<file path="config.mk">
export PLATFORM = sky130hd
export DESIGN_NAME = uart_rx_bytes_flat
export DESIGN_NICKNAME = d
export VERILOG_FILES = /design/src/rtl/uart_rx_bytes_if.sv /design/src/rtl/uart_rx_bytes.sv /design/src/flat_wrapper.sv
export SDC_FILE = /design/constraint.sdc
export NUM_CORES = 1
export LEC_CHECK = 0
export ABC_AREA = 1
export CAP_MARGIN = 20
export CORE_AREA = 2 2 58 60
export DETAILED_ROUTE_END_ITERATION = 10
export DIE_AREA = 0 0 60 62
export PLACE_DENSITY = 0.73
export SYNTH_ARGS = -nofsm -noshare
export SYNTH_HDL_FRONTEND = slang
export SYNTH_SLANG_ARGS = --single-unit
</file>
<file path="constraint.sdc">
create_clock -name i_clksrc -period 1.35 [get_ports i_clksrc]
set_input_delay 0.135 -clock i_clksrc [delete_from_list [all_inputs] [get_ports i_clksrc]]
set_output_delay 0.135 -clock i_clksrc [all_outputs]
set_load 0.02 [all_outputs]
</file>
<file path="src/rtl/uart_rx_bytes_if.sv">
// uart_rx_bytes_if
//   Bundles the serial input and the received-byte outputs of uart_rx_bytes.
//   Optional macro: UART_RX_PARITY_EN adds the parity_err strobe.
//
//   Signals:
//     rxd        serial line into the receiver (idle high)
//     data_out   last good byte received
//     data_valid one-cycle strobe when data_out updates
//     frame_err  one-cycle strobe when a stop bit is sampled low
//     busy       receiver is inside a frame
//     parity_err one-cycle strobe on even-parity failure (UART_RX_PARITY_EN only)
//
//   Modports:
//     master  line driver / byte consumer side
//     slave   the receiver itself
interface uart_rx_bytes_if;
  logic       rxd;
  logic [7:0] data_out;
  logic       data_valid;
  logic       frame_err;
  logic       busy;
`ifdef UART_RX_PARITY_EN
  logic       parity_err;

  modport master (output rxd, input data_out, data_valid, frame_err, busy, parity_err);
  modport slave  (input rxd, output data_out, data_valid, frame_err, busy, parity_err);
`else
  modport master (output rxd, input data_out, data_valid, frame_err, busy);
  modport slave  (input rxd, output data_out, data_valid, frame_err, busy);
`endif
endinterface

</file>
<file path="src/rtl/uart_rx_bytes.sv">
// uart_rx_bytes
//   Receive end of the serial link.
//   - Synchronises rxd through two flops.
//   - Validates the start bit at mid-bit.
//   - Samples the data bits LSB first at mid-bit and checks the stop bit.
//   - Presents each good byte with a one-cycle data_valid strobe.
//   - A held-low line after a bad stop bit yields a single frame_err.
//   Bit timing is derived from the system clock: DIV = FREQ_INPUT / BAUD cycles per bit.
//   Optional macro: UART_RX_PARITY_EN selects 8E1 framing and the parity_err output.
//
//   Ports:
//     i_clksrc  system clock, rising edge
//     i_rst     synchronous active-high reset
//     rx_bus    uart_rx_bytes_if.slave (rxd in; data_out, data_valid, frame_err,
//               busy [, parity_err] out)
module uart_rx_bytes #(
  parameter int FREQ_INPUT = 500_000,
  parameter int BAUD       = 50_000
) (
  input  logic           i_clksrc,
  input  logic           i_rst,
  uart_rx_bytes_if.slave rx_bus
);

  localparam int DIV  = FREQ_INPUT / BAUD;
  localparam int CW   = (DIV > 1) ? $clog2(DIV) : 1;
  localparam int HALF = DIV / 2;

  localparam logic [CW-1:0] CNT_LAST = CW'(DIV - 1);
  localparam logic [CW-1:0] CNT_MID  = CW'(HALF - 1);

  // Fewer than four clocks per bit leaves no room to find the middle of a bit.
  generate
    if (DIV < 4) begin : g_divCheck
      $error("uart_rx_bytes: FREQ_INPUT/BAUD must be at least 4");
    end
  endgenerate

  typedef enum logic [2:0] {
    S_IDLE,
    S_START,
    S_DATA,
`ifdef UART_RX_PARITY_EN
    S_PARITY,
`endif
    S_STOP,
    S_BREAK
  } state_t;

  state_t        r_state;
  logic [1:0]    r_sync;
  logic [CW-1:0] r_cnt;
  logic [2:0]    r_bitIdx;
  logic [7:0]    r_shift;
  logic [7:0]    r_dataOut;
  logic          r_dataValid;
  logic          r_frameErr;
  logic          r_busy;

  state_t        w_stateNxt;
  logic [CW-1:0] w_cntNxt;
  logic [CW-1:0] w_cntInc;
  logic [2:0]    w_bitIdxNxt;
  logic [7:0]    w_shiftNxt;
  logic [7:0]    w_dataOutNxt;
  logic          w_dataValidNxt;
  logic          w_frameErrNxt;
  logic          w_rxs;

`ifdef UART_RX_PARITY_EN
  logic          r_parityBit;
  logic          r_parityErr;
  logic          w_parityBitNxt;
  logic          w_parityErrNxt;
`endif

  assign w_rxs    = r_sync[1];
  assign w_cntInc = r_cnt + CW'(1);

  // Next-state and datapath decisions; every sample point is a counter match.
  always_comb begin
    w_stateNxt     = r_state;
    w_cntNxt       = r_cnt;
    w_bitIdxNxt    = r_bitIdx;
    w_shiftNxt     = r_shift;
    w_dataOutNxt   = r_dataOut;
    w_dataValidNxt = 1'b0;
    w_frameErrNxt  = 1'b0;
`ifdef UART_RX_PARITY_EN
    w_parityBitNxt = r_parityBit;
    w_parityErrNxt = 1'b0;
`endif
    case (r_state)
      S_IDLE: begin
        if (!w_rxs) begin
          w_cntNxt   = '0;
          w_stateNxt = S_START;
        end
      end
      S_START: begin
        // Re-check the line half a bit in so short glitches are rejected.
        if (r_cnt == CNT_MID) begin
          if (w_rxs) begin
            w_stateNxt = S_IDLE;
          end else begin
            w_cntNxt    = '0;
            w_bitIdxNxt = '0;
            w_stateNxt  = S_DATA;
          end
        end else begin
          w_cntNxt = w_cntInc;
        end
      end
      S_DATA: begin
        if (r_cnt == CNT_LAST) begin
          w_cntNxt             = '0;
          w_shiftNxt[r_bitIdx] = w_rxs;
          if (r_bitIdx == 3'd7) begin
`ifdef UART_RX_PARITY_EN
            w_stateNxt = S_PARITY;
`else
            w_stateNxt = S_STOP;
`endif
          end else begin
            w_bitIdxNxt = r_bitIdx + 3'd1;
          end
        end else begin
          w_cntNxt = w_cntInc;
        end
      end
`ifdef UART_RX_PARITY_EN
      S_PARITY: begin
        if (r_cnt == CNT_LAST) begin
          w_cntNxt       = '0;
          w_parityBitNxt = w_rxs;
          w_stateNxt     = S_STOP;
        end else begin
          w_cntNxt = w_cntInc;
        end
      end
`endif
      S_STOP: begin
        // Leaving at mid-stop gives half a bit of margin for the next start edge.
        if (r_cnt == CNT_LAST) begin
          w_cntNxt = '0;
          if (w_rxs) begin
            w_stateNxt = S_IDLE;
`ifdef UART_RX_PARITY_EN
            if (^{r_shift, r_parityBit}) begin
              w_parityErrNxt = 1'b1;
            end else begin
              w_dataOutNxt   = r_shift;
              w_dataValidNxt = 1'b1;
            end
`else
            w_dataOutNxt   = r_shift;
            w_dataValidNxt = 1'b1;
`endif
          end else begin
            w_frameErrNxt = 1'b1;
            w_stateNxt    = S_BREAK;
          end
        end else begin
          w_cntNxt = w_cntInc;
        end
      end
      S_BREAK: begin
        // Stay here while the line is held low so a break reports only once.
        if (w_rxs) begin
          w_stateNxt = S_IDLE;
        end
      end
      default: begin
        w_stateNxt = S_IDLE;
      end
    endcase
  end

  always_ff @(posedge i_clksrc) begin
    if (i_rst) begin
      r_state     <= S_IDLE;
      r_sync      <= 2'b11;
      r_cnt       <= '0;
      r_bitIdx    <= '0;
      r_shift     <= '0;
      r_dataOut   <= '0;
      r_dataValid <= 1'b0;
      r_frameErr  <= 1'b0;
      r_busy      <= 1'b0;
`ifdef UART_RX_PARITY_EN
      r_parityBit <= 1'b0;
      r_parityErr <= 1'b0;
`endif
    end else begin
      r_state     <= w_stateNxt;
      r_sync      <= {r_sync[0], rx_bus.rxd};
      r_cnt       <= w_cntNxt;
      r_bitIdx    <= w_bitIdxNxt;
      r_shift     <= w_shiftNxt;
      r_dataOut   <= w_dataOutNxt;
      r_dataValid <= w_dataValidNxt;
      r_frameErr  <= w_frameErrNxt;
      r_busy      <= (w_stateNxt != S_IDLE);
`ifdef UART_RX_PARITY_EN
      r_parityBit <= w_parityBitNxt;
      r_parityErr <= w_parityErrNxt;
`endif
    end
  end

  assign rx_bus.data_out   = r_dataOut;
  assign rx_bus.data_valid = r_dataValid;
  assign rx_bus.frame_err  = r_frameErr;
  assign rx_bus.busy       = r_busy;
`ifdef UART_RX_PARITY_EN
  assign rx_bus.parity_err = r_parityErr;
`endif

endmodule

</file>
<file path="src/flat_wrapper.sv">
// flat-port wrapper written by rule: the top's interface ports become plain ports
module uart_rx_bytes_flat 
#(
  parameter int FREQ_INPUT = 500_000,
  parameter int BAUD       = 50_000
)
  (i_clksrc, i_rst, rx_bus_rxd, rx_bus_data_out, rx_bus_data_valid, rx_bus_frame_err, rx_bus_busy);
  uart_rx_bytes_if rx_bus_i ();
  input  logic i_clksrc;
  input  logic i_rst;
  input wire logic [$bits(rx_bus_i.rxd)-1:0] rx_bus_rxd;
  output wire logic [$bits(rx_bus_i.data_out)-1:0] rx_bus_data_out;
  output wire logic [$bits(rx_bus_i.data_valid)-1:0] rx_bus_data_valid;
  output wire logic [$bits(rx_bus_i.frame_err)-1:0] rx_bus_frame_err;
  output wire logic [$bits(rx_bus_i.busy)-1:0] rx_bus_busy;
  assign rx_bus_i.rxd = rx_bus_rxd;
  assign rx_bus_data_out = rx_bus_i.data_out;
  assign rx_bus_data_valid = rx_bus_i.data_valid;
  assign rx_bus_frame_err = rx_bus_i.frame_err;
  assign rx_bus_busy = rx_bus_i.busy;
  uart_rx_bytes #(.FREQ_INPUT(FREQ_INPUT), .BAUD(BAUD)) u_core (.i_clksrc(i_clksrc), .i_rst(i_rst), .rx_bus(rx_bus_i));
endmodule
</file>
Word-level counts from Yosys, hierarchy flattened
Cells that the tools add are included.
Widths: inputs -> output; s select.
{"block": "word_totals", "output_inout_bits": 11, "inputBits": 3, "ff_bits": 31}
{"block": "classes", "bitwise": 2, "magnitude_cmp": 2, "mux": 23, "n_reduce_logical": 10, "eq_ne": 11, "n_addsub": 2}
{"operator": "$mux 3", "count": 11}
{"operator": "$pmux 3 s5", "count": 1}
{"operator": "$mux 4", "count": 3}
{"operator": "$pmux 4 s3", "count": 1}
{"operator": "$bwmux 8", "count": 1}
{"operator": "$eq 3x2->1 const B", "count": 2}
{"operator": "$eq 3x3->1 const B", "count": 2}
{"operator": "$pmux 3 s2", "count": 1}
{"operator": "$reduce_bool 3->1", "count": 2}
{"operator": "$reduce_and 5->1", "count": 1}
{"operator": "$add 4x1->4 const B", "count": 1}
{"operator": "$eq 4x3->1 const B", "count": 1}
{"operator": "$eq 4x4->1 const B", "count": 1}
{"operator": "$lt 3x4->1 const B", "count": 1}
{"operator": "$ne 2x1->1 const B", "count": 2}
{"operator": "$ne 2x2->1 const B", "count": 2}
{"operator": "$add 3x1->3 const B", "count": 1}
{"operator": "$demux 1 s3", "count": 1}
{"operator": "$eq 3x1->1 const B", "count": 1}
{"operator": "$ge 3x1->1 const B", "count": 1}
{"operator": "$logic_not 3->1", "count": 1}
{"operator": "$mux 1", "count": 3}
{"operator": "$reduce_and 3->1", "count": 1}
{"operator": "$reduce_or 3->1", "count": 1}
{"operator": "other kinds (6)", "count": 7}

Longest topological paths before layout
Gate-level depths: netlist (run 1).
{"block": "logic_depth", "depth_word": 5, "ltp_mapped": 10, "ltp_nobuf": 10}

Worst setup path after synthesis (run 1)
Ideal clock, no wire load.
{"block": "synth_path", "path_kind": "register to register", "from": "register u_core.r_cnt[0]", "to": "register u_core.r_dataOut[6], in the netlist u_core.rx_bus.data_out[6]", "period_less_slack_ns": 1.339, "n_path_buf": 1, "setup_slack_ns": 0.011, "arrival_ns": 1.222, "t_required_ns": 1.234, "stages_incl_launch_ff": 8, "cell_sequence": "dfxtp_1 ha_1 nand2_1 nor2_4 nand3_2 buf_6 o21ai_2 a21oi_1"}
{"block": "synth_between", "elab_chain_cells": 2}
{"item": "start, declared", "line": "uart_rx_bytes.sv:52", "source": "logic [CW-1:0] r_cnt;"}
{"item": "start signal, assigned", "line": "uart_rx_bytes.sv:197", "source": "r_cnt <= w_cntNxt;"}
{"item": "$eq 4x4->1", "line": "uart_rx_bytes.sv:144", "source": "if (r_cnt == CNT_LAST) begin"}
{"item": "$reduce_and 3->1 (no source line)"}
{"item": "end signal, assigned", "line": "uart_rx_bytes.sv:200", "source": "r_dataOut <= w_dataOutNxt;"}
{"item": "end, declared", "line": "uart_rx_bytes.sv:55", "source": "logic [7:0] r_dataOut;"}
No other way between the ends.
A chain may end at the register's enable or synchronous reset.

Final worst setup path (run 1)
{"block": "layout_path", "from": "register u_core.r_cnt[0]", "to": "register u_core.r_cnt[2]"}
{"block": "layout_between", "elab_chain_cells": 3, "word_cells_on_any_way": 6, "classes_between": "1 x add/sub; 2 x eq/ne; 3 x mux"}
{"item": "$add 4x1->4, or another cell as far along", "line": "uart_rx_bytes.sv:78", "source": "assign w_cntInc = r_cnt + CW'(1);"}
{"item": "$mux 4, on equally long branches", "line": "uart_rx_bytes.sv:115, uart_rx_bytes.sv:144, uart_rx_bytes.sv:102"}
{"item": "$pmux 4 s3 (*)", "line": "uart_rx_bytes.sv:93", "source": "case (r_state)"}
Every way passes the cells marked *; elsewhere a longest branch is shown, timed or not.

==> run metrics, run 1 <==
worst r2r src=u_core.r_cnt[0]; dominant cell type by area after synthesis=dfxtp_1; clock skew=0.00973 ns; clk slew on worst S/H paths=around 0.1 ns; Synth Warn #=0; ANT nets after route=0; Leak Pwr=0.827 nW; CTS Buf Count=5; largest net degree at the start of global routing=17; Final Hold Vio Count=0; Reg2Reg Setup Slack=~0.044 ns; Gate Count Post-Synth=204; run status=complete, no violations; crit path capture type=flip-flop; final period utilization=0.967; slowest stage cell, crit path=dfxtp_4; asr flop ratio synth=0; layout cells sized above 1=0.248; Peak Freq=around 0.77 GHz; ordered cell list for the critical path=inv_2 -> ha_2 -> nand2_2 -> nor2_4 -> buf_4 -> o21ai_4 -> nand2_1 -> a21oi_1; Post-synth top flop=dfxtp_1; TritonCTS clock tree=built; CTS H-tree depth=2; max-slew violations=0; Seq pwr share=0.567; Mapped Area=~0.0015 mm^2; grt ovf=0; RSZ-0062 raised after global routing=yes; slowest stage delay, CP=~0.38 ns; Clock Path Buffers=2; Core Region=0.00318 mm^2; Slew HR=0.792; r2r endpoint=u_core.r_cnt[2]; GPL Wtd Cong=approximately 0.85; Synth area leaders=dfxtp_1, nand2_1, nand3_1, inv_1, a21oi_1; most common cell in the synthesized netlist=nand2_1; synthesized net count=roughly 210; Clock Sink Count=31; worst skew pair latency=between 0.3 and 0.4 ns; combinational power share=0.132; top post-synthesis cells by count=nand2_1, dfxtp_1, inv_1; CTS Hold Bufs=0; Hold Path Class=in -> reg; Final HPWL DP=around 2200 um; first-pass GRT wire length=5380 um; Core Rows=21; critical path fanouts, max=4; Final setup viols=0; Clock Power Share=0.301; Initial Util=0.462; WP data required=between 1.5 and 2 ns; Syn-to-layout area delta=32.6%; CP endpoint=u_core.r_cnt[2]; Die Wd=around 60 um; final WL=around 3300 um; worst-margin pin slew=roughly 0.31 ns; post-synthesis sequential area ratio=0.423; Syn Area/Cell=between 7 and 8 um^2; Fillers=slightly below 300; DR WL/cell=~11 um; DIE HEIGHT=about 62 um; initial DRC count=38; MaxCap Viol Count=0; Seq cells post-synth=31; Port-buffer cells=13; reg2reg path depth=8; Final min period=around 1.3 ns; startpoint types=flip-flop; Worst Setup SP=u_core.r_cnt[0]; CTS root buf=clkbuf_4; Post-route DRC=0; Power Density=859 mW/mm^2; Psw=roughly 0.44 mW; vias in the first global route=1241; DRT Pass-1 Iters=4; Vias=around 1.4k; Max VDD drop=0.408 mV; initial antenna violation count=0; internal power=between 1 and 1.5 mW; Post CTS Setup Buffer Count=0; library cells used by synthesis=22; Ports=14; number of synthesized flops with an enable pin=0; Power Total=about 1.7 mW; share of the synthesized area in the top cell type=0.423; Layout Nets=around 250; Total Die Area=approximately 0.0037 mm^2; setup_tns=0 ns; critical path arrival=1.57 ns; Ant. Diodes=0; sw frac=0.264; via-per-instance ratio=roughly 5; Tot GR Track Use=0.186; kind of critical path=reg -> reg
## critical path: cells and delay by family (launching register included)
kind,cells,cell delay (ns)
flops,1,0.38
compound gates,2,0.29
simple gates,3,0.21
fa+ha+maj,1,0.18
buf+inv,2,0.17
## logic make-up after synthesis
logic type | Yosys count | share of synthesized area
AOI/OAI and AO/OA | 35 | 0.127
buffers and inverters | 30 | 0.0827
DFF | 31 | 0.423
and+or+nand+nor | 103 | 0.325
adders and majority gates | 5 | 0.0426
## routing by layer
| metal | global-route usage | share of wire |
|---|---|---|
| met1 | 0.245 | 0.49 |
| met2 | 0.315 | 0.48 |
| met3 | 0.0393 | 0.027 |
| met4 | 0.0413 | 0.0036 |
| met5 | 0 | 0 |
## power groups by stage
stage | combinational, mW | sequential, mW | clock (mW)
finish | 0.221 | 0.948 | 0.504
global route | 0.245 | 0.950 | 0.567
CTS | 0.202 | 0.943 | 0.518
detailed placement | 0.196 | 0.963 | 0
global placement | 0.194 | 0.963 | 0
floorplan | 0.104 | 0.972 | 0
## cells in the final DEF, fill, tap and decap left out, drive strengths merged
cell,n
nand2,37
dfxtp,31
nor2,27
inv,26
nand3,23
buf,21
a21oi,19
o21ai,14
dlygate4sd2,11
nor3,9
clkbuf,7
nand4,5
ha,5
or2,2
clkdlybuf4s50,2
o21bai,1
a31oi,1
clkinv,1
## stage by stage
step	worst slack, ns	area (um^2)	hold WS (ns)	cells	utilization
2_1_floorplan	0.0114	1470	0.204	204	-
3_3_place_gp	-0.0118	1800	0.394	280	0.567
3_5_place_dp	-0.0640	1800	0.415	280	0.567
4_1_cts	0.00304	1880	0.369	288	0.592
5_1_grt	-0.0469	1950	0.380	288	0.612
6_report	0.0441	1950	0.379	288	0.612
## layout make-up
type,count,area (um^2),area share
Tap cell,46,57.6,0.0296
Inverter,26,97.6,0.0502
Clock inverter,1,5.00,0.00257
Timing Repair Buffer,34,290,0.149
Sequential cell,31,628,0.323
Multi-Input combinational cell,143,822,0.423
Clock buffer,7,45.0,0.0232
## state kept, by name (all words and copies together), names as in the netlist
signal / count
u_core.r_shift: 8
u_core.rx_bus.data_out: 8
u_core.r_cnt: 4
u_core.r_bitIdx: 3
u_core.r_state: 3
u_core.r_sync: 2
u_core.rx_bus.busy: 1
u_core.rx_bus.data_valid: 1
u_core.rx_bus.frame_err: 1
## how the worst min path moves through the flow
stage                                start  slack [ns]  depth (start not counted)            endpoint
after CTS                       rx_bus_rxd        0.37                          2    u_core.r_sync[0]
after global placement    u_core.r_sync[0]        0.39                          1    u_core.r_sync[1]
after global routing            rx_bus_rxd        0.38                          2    u_core.r_sync[0]
after floorplan                      i_rst        0.20                          1  u_core.r_bitIdx[0]
after detailed placement  u_core.r_sync[0]        0.41                          1    u_core.r_sync[1]
final                           rx_bus_rxd        0.38                          2    u_core.r_sync[0]
## repair_timing
action,CTS,global route
endpoints found under the hold margin,0,0
cloned,0,0
setup endpoints to repair,28,25
pin swaps,0,5
gates resized for setup,22,24
(Power assumes the default switching activity.)
==> run 2: changes to the inputs <==
--- a/config.mk
+++ b/config.mk
@@ -7,10 +7,12 @@
 export LEC_CHECK = 0
 export ABC_AREA = 1
 export CAP_MARGIN = 20
-export CORE_AREA = 2 2 58 60
+export CORE_AREA = 2 2 55 57
 export DETAILED_ROUTE_END_ITERATION = 10
-export DIE_AREA = 0 0 60 62
+export DIE_AREA = 0 0 57 59
+export DONT_BUFFER_PORTS = 1
 export PLACE_DENSITY = 0.73
+export SLEW_MARGIN = 40
 export SYNTH_ARGS = -nofsm -noshare
 export SYNTH_HDL_FRONTEND = slang
 export SYNTH_SLANG_ARGS = --single-unit
==> constraint.sdc (replaced) <==
create_clock -name i_clksrc -period 1.05 [get_ports i_clksrc]
set_input_delay 0.105 -clock i_clksrc [delete_from_list [all_inputs] [get_ports i_clksrc]]
set_output_delay 0.105 -clock i_clksrc [all_outputs]
set_load 0.02 [all_outputs]
==> run 2 against run 1 <==
  * The run now ends with hold timing, setup timing left
  * Hold slack worse by 0.56 ns
  * Power up 43%
  * Setup slack worse by 0.37 ns
  * Critical path type unchanged
  * Highest routed layer unchanged
==> run metrics, run 2 (same netlist as run 1, synthesis figures left out) <==
run status=finished, violations left; failing checks=hold timing, setup timing; Max VDD drop=1.20 mV (+190%); kind of critical path=reg -> reg; Vias=1562 (+8.8%); Core Region=0.00271 mm^2 (-15%); worst-margin pin slew=0.255 ns (-0.0556 ns); Leak Pwr=0.895 nW (+8.3%); WP data required=1.32 ns (-0.29 ns); Core Rows=19 (-9.5%); crit-path leading delay family=buffers and inverters; CTS H-tree depth=2 (unchanged); CP Buf/Inv Count=3 (+1); final WL=4230 um (+29%); DR WL/cell=14.9 um (+30%); Ports=14 (unchanged); layout cells sized above 1=0.391 (+0.143); Tot GR Track Use=0.267 (+0.0803); final period utilization=1.31 (+0.341); Initial Util=0.542 (+0.0799); largest net degree at the start of global routing=17 (unchanged); vias in the first global route=1563 (+26%); Slew HR=0.828 (+0.0361); via-per-instance ratio=5.50 (+10%); Peak Freq=0.728 GHz (-4.9%); sw frac=0.251 (-0.0136); Final min period=1.37 ns (+0.0674 ns); MaxCap Viol Count=0 (unchanged); Seq pwr share=0.514 (-0.053); initial antenna violation count=0 (unchanged); internal power=1.79 mW (+46%); DRT Pass-1 Iters=6 (+2); Fillers=185 (-37%); clk slew on worst S/H paths=0.10 ns (about the same); slowest stage cell, crit path=dfxtp_2; critical path fanouts, max=6 (+2); Power Total=2.39 mW (+43%); ordered cell list for the critical path=inv_2 -> ha_4 -> nand2_4 -> nor2_4 -> buf_12 -> nand3_4 -> buf_6 -> a21oi_2; Clock Sink Count=31 (unchanged); GPL Wtd Cong=0.845 (-0.72%); Hold Path Class=in -> reg; crit path capture type=flip-flop; clock skew=0.0145 ns (+0.00476 ns); most common cell after layout, fill and taps aside=buf_4; Psw=0.599 mW (+36%); Final Cell Area=0.00215 mm^2 (+10%); Clock Power Share=0.372 (+0.071); Final HPWL DP=2720 um (+21%); Clock Path Buffers=2 (unchanged); Worst Hold Margin=-0.183 ns (-0.562 ns); Post-route DRC=0 (unchanged); Syn-to-layout area delta=46.3%; RSZ-0062 raised after global routing=yes; Die Wd=57 um (-5.0%); slowest stage delay, CP=0.34 ns (-0.04 ns); Final Hold Vio Count=15 (+15); CTS Hold Bufs=2 (+2); final worst slack=-0.323 ns (-0.367 ns); Port-buffer cells=0 (-13); TritonCTS clock tree=built; combinational power share=0.115 (-0.017); first-pass GRT wire length=6820 um (+27%); initial DRC count=87 (+130%); Layout Nets=260 (+4.4%); DIE HEIGHT=59 um (-4.8%); commonest cells after routing, fill and taps aside=buf_4, nand2_1, dfxtp_1, inv_1, nor2_1; Total Die Area=0.00336 mm^2 (-9.6%); Power Density=1110 mW/mm^2 (+30%); fin cells=284 (-1.4%); Ant. Diodes=0 (unchanged); worst skew pair latency=0.34 ns (+0.02 ns); CTS root buf=clkbuf_4; ANT nets after route=0 (unchanged); max-slew violations=0 (unchanged); placed inst area=0.00182 mm^2 (+0.76%); startpoint types=flip-flop; grt ovf=0 (unchanged); Final setup viols=29 (+29); CTS Buf Count=5 (unchanged); Post-Place Cells=271 (-3.2%); critical path arrival=1.65 ns (+0.08 ns)
-- run 2: cell count changes in the layout (fill, tap and decap cells not counted), sizes merged --
cell,delta
dlygate4sd2,-11
buf,+21
nand3,+1
dlygate4sd3,+2
clkdlybuf4s50,-2
-- run 2: cell type report --
type                            count  area, um^2  share of cell area
Timing Repair Buffer               44         374               0.174
Multi-Input combinational cell    144         925               0.431
Clock buffer                        7        76.3              0.0355
Clock inverter                      1        5.00             0.00233
Tap cell                           31        38.8              0.0181
Sequential cell                    31         628               0.293
Inverter                           26         100              0.0466
-- run 2: worst paths after layout --
path / startpoint / to / slack [ns] / depth (start not counted)
min: i_rst / u_core.r_cnt[2] / -0.18 / 1
max: u_core.r_cnt[1] / u_core.rx_bus.data_out[0] / -0.32 / 8
max reg2reg: u_core.r_cnt[1] / u_core.rx_bus.data_out[0] / -0.32 / 8
min reg2reg: u_core.r_sync[0] / u_core.r_sync[1] / 0.43 / 1
-- run 2: power groups by stage --
stage | sequential, mW | combinational [mW] | clock [mW]
after floorplan | 1.25 | 0.139 | 0
after global placement | 1.25 | 0.228 | 0
after detailed placement | 1.25 | 0.233 | 0
after CTS | 1.23 | 0.262 | 0.915
after global routing | 1.23 | 0.301 | 0.957
final | 1.23 | 0.274 | 0.888
-- run 2: worst register-to-register path, stage by stage (launching register included) --
cell,delay (ns)
dfxtp_2,0.34
inv_2,0.08
ha_4,0.15
nand2_4,0.05
nor2_4,0.10
buf_12,0.14
nand3_4,0.14
buf_6,0.17
a21oi_2,0.13
-- run 2: repair_timing --
item | in CTS | in global routing
resized for setup | 30 | 24
buffers inserted | 2 | 0
endpoints found under the setup margin | 29 | 29
endpoints found under the hold margin | 17 | 15
pin swaps | 7 | 9
gates cloned | 1 | 0
-- run 2: per-layer routing --
metal | GRT usage | part of all wire | vias to the layer above | wire, um
met3 | 0.0764 | 0.058 | 16 | 246
met4 | 0.163 | 0.034 | 0 | 143
met2 | 0.440 | 0.50 | 55 | 2100
met5 | 0 | 0 | - | 0
li1 | - | - | 773 | -
met1 | 0.307 | 0.41 | 718 | 1740
-- run 2: stage by stage --
stage                     utilization  hold WS (ns)  worst slack [ns]  TNS, ns
after detailed placement        0.670         0.178            -0.318    -7.59
after floorplan                     -         0.174            -0.226    -4.13
after global routing            0.792        -0.207            -0.393    -9.30
final                           0.792        -0.183            -0.323    -7.60
after CTS                       0.765        -0.197            -0.306    -7.57
after global placement          0.670         0.177            -0.279    -6.23
==> run 3: changes to the inputs <==
--- a/config.mk
+++ b/config.mk
@@ -11,6 +11,7 @@
 export DETAILED_ROUTE_END_ITERATION = 10
 export DIE_AREA = 0 0 57 59
 export DONT_BUFFER_PORTS = 1
+export GPL_ROUTABILITY_DRIVEN = 0
 export PLACE_DENSITY = 0.73
 export SLEW_MARGIN = 40
 export SYNTH_ARGS = -nofsm -noshare
==> run 3 against run 2 <==
  * The run still ends with hold timing, setup timing left
  * Maximum frequency down 6.1%
  * Critical path depth grew 1
  * Clock power down 7.5%
  * Setup slack worse by 0.089 ns
  * Sequential power hardly changed
  * Cell area is 4.2% higher
  * Flip-flop and latch count unchanged
  * Register-to-register slack worse by 0.09 ns
  * Count of clock-buffer cells in the layout unchanged
  * Global-route usage is 0.47 points lower
  * Hold slack about the same
  * Highest routed layer unchanged
==> run metrics, run 3 (same netlist as run 1, synthesis figures left out) <==
RSZ-0062 raised after global routing=yes; DRT Pass-1 Iters=6 (unchanged); startpoint types=flip-flop; r2r endpoint=u_core.r_shift[6]; Initial Util=0.542 (unchanged); ANT nets after route=0 (unchanged); CTS Hold Bufs=1 (-1); Ports=14 (unchanged); Fillers=153 (-17%); largest net degree at the start of global routing=17 (unchanged); Tot GR Track Use=0.262 (-0.00475); clock skew=0.0117 ns (-0.00281 ns); initial DRC count=80 (-8.0%); grt met3 use=0.0742 (-0.00218); critical path fanouts, max=6 (unchanged); Clock Path Buffers=2 (unchanged); Worst Setup SP=u_core.r_cnt[1]; reg2reg path depth=9 (+1); Power Total=2.38 mW (-0.50%); crit path capture type=flip-flop; Hold Path Class=in -> reg; CP endpoint=u_core.r_shift[6]; CTS Buf Count=5 (unchanged); MaxCap Viol Count=0 (unchanged); Layout Nets=261 (+0.38%); Final Util=0.825 (+0.0332); worst skew pair latency=0.34 ns (about the same); Peak Freq=0.684 GHz (-6.1%); slowest stage delay, CP=0.35 ns (about the same); layout cells sized above 1=0.457 (+0.0654); placed inst area=0.00181 mm^2 (-0.41%); DR WL/cell=16.4 um (+10%); slowest stage cell, crit path=dfxtp_2; Final HPWL DP=2680 um (-1.5%); failing checks=hold timing, setup timing; worst-margin pin slew=0.567 ns (+0.311 ns); Reg2Reg Setup Slack=-0.41 ns (-0.09 ns); clk slew on worst S/H paths=0.10 ns (about the same); Core Region=0.00271 mm^2 (unchanged); Clock Sink Count=31 (unchanged); critical path arrival=1.74 ns (+0.09 ns); Final min period=1.46 ns (+0.0888 ns); Slew HR=0.622 (-0.207); Post-Place Cells=270 (-0.37%); Core Rows=19 (unchanged); Worst Hold Depth=1 (unchanged); CTS root buf=clkbuf_4; fin cells=285 (+0.35%); grt ovf=0 (unchanged); first-pass GRT wire length=6630 um (-2.7%); met2 Use GR=0.427 (-0.0131); vias in the first global route=1544 (-1.2%); final WL=4690 um (+11%); Total Die Area=0.00336 mm^2 (unchanged); final worst slack=-0.412 ns (-0.0888 ns); most common cell after layout, fill and taps aside=buf_4; CTS H-tree depth=2 (unchanged); GRT busiest layer=met2; Port-buffer cells=0 (unchanged); run status=finished, violations left; Ant. Diodes=0 (unchanged); Final Hold Vio Count=15 (unchanged); Die Wd=57 um (unchanged); kind of critical path=reg -> reg; CP Buf/Inv Count=2 (-1); multi-input logic area=0.00101 mm^2 (+8.9%); final period utilization=1.39 (+0.0845); met1 Use GR=0.308 (+0.000948); initial antenna violation count=0 (unchanged); ordered cell list for the critical path=inv_4 -> ha_4 -> nand2_4 -> nor2_4 -> buf_12 -> nand2_4 -> nor2_1 -> o21ai_0 -> nor2_1; Post-route DRC=0 (unchanged); TritonCTS clock tree=built; Syn-to-layout area delta=52.4%; CP Depth=9 (+1); DIE HEIGHT=59 um (unchanged); via-per-instance ratio=5.69 (+3.5%); Final setup viols=29 (unchanged); worst r2r src=u_core.r_cnt[1]; Power Density=1060 mW/mm^2 (-4.5%); Final Cell Area=0.00224 mm^2 (+4.2%); crit-path leading delay family=simple AND/OR/NAND/NOR gates; Leak Pwr=0.916 nW (+2.3%); Worst Hold Margin=-0.183 ns (-0.000164 ns); max-slew violations=0 (unchanged); Max VDD drop=1.08 mV (-9.9%); Register Area=631 um^2 (+0.40%); commonest cells after routing, fill and taps aside=buf_4, nand2_1, dfxtp_1, inv_1, nor2_1; WP data required=1.32 ns (about the same); Vias=1623 (+3.9%)
-- run 3: power breakdown --
group          switching [mW]  total, mW  internal (mW)
combinational           0.179      0.322          0.143
sequential             0.0339       1.23           1.20
clock                   0.428      0.821          0.393
total                   0.641       2.38           1.74
-- run 3: through the flow --
stage | TNS, ns | setup WS [ns] | hold WS [ns]
2_1_floorplan | -4.13 | -0.226 | 0.174
3_3_place_gp | -6.44 | -0.368 | 0.176
3_5_place_dp | -7.72 | -0.344 | 0.177
4_1_cts | -6.93 | -0.299 | -0.190
5_1_grt | -9.54 | -0.502 | -0.208
6_report | -8.07 | -0.412 | -0.183
-- run 3: area by class of cell --
| type | count | area share |
|---|---|---|
| well taps | 31 | 0.0173 |
| multi-input cells | 144 | 0.450 |
| clock inverters | 1 | 0.00280 |
| repair buffers | 45 | 0.173 |
| clock buffers | 7 | 0.0291 |
| inverters | 26 | 0.0459 |
| flip-flops and latches | 31 | 0.282 |
-- run 3: worst min-delay path by stage --
stage	from	end	slack, ns
detailed placement	i_rst	u_core.r_bitIdx[0]	0.18
floorplan	i_rst	u_core.r_bitIdx[0]	0.17
finish	i_rst	u_core.r_bitIdx[2]	-0.18
global placement	i_rst	u_core.r_bitIdx[2]	0.18
global route	i_rst	u_core.r_bitIdx[2]	-0.21
CTS	i_rst	u_core.r_bitIdx[2]	-0.19
-- run 3: metal layers --
metal | vias up | routed length, um
met5 | - | 0
met4 | 0 | 136
met3 | 21 | 230
met2 | 64 | 2430
met1 | 766 | 1890
li1 | 772 | -
-- run 3: what timing repair did --
item | in CTS | in global routing
cloned | 1 | 0
buffers inserted | 0 | 5
endpoints found under the hold margin | 15 | 15
endpoints found under the setup margin | 29 | 29
pin swaps | 7 | 32
resized for setup | 25 | 55
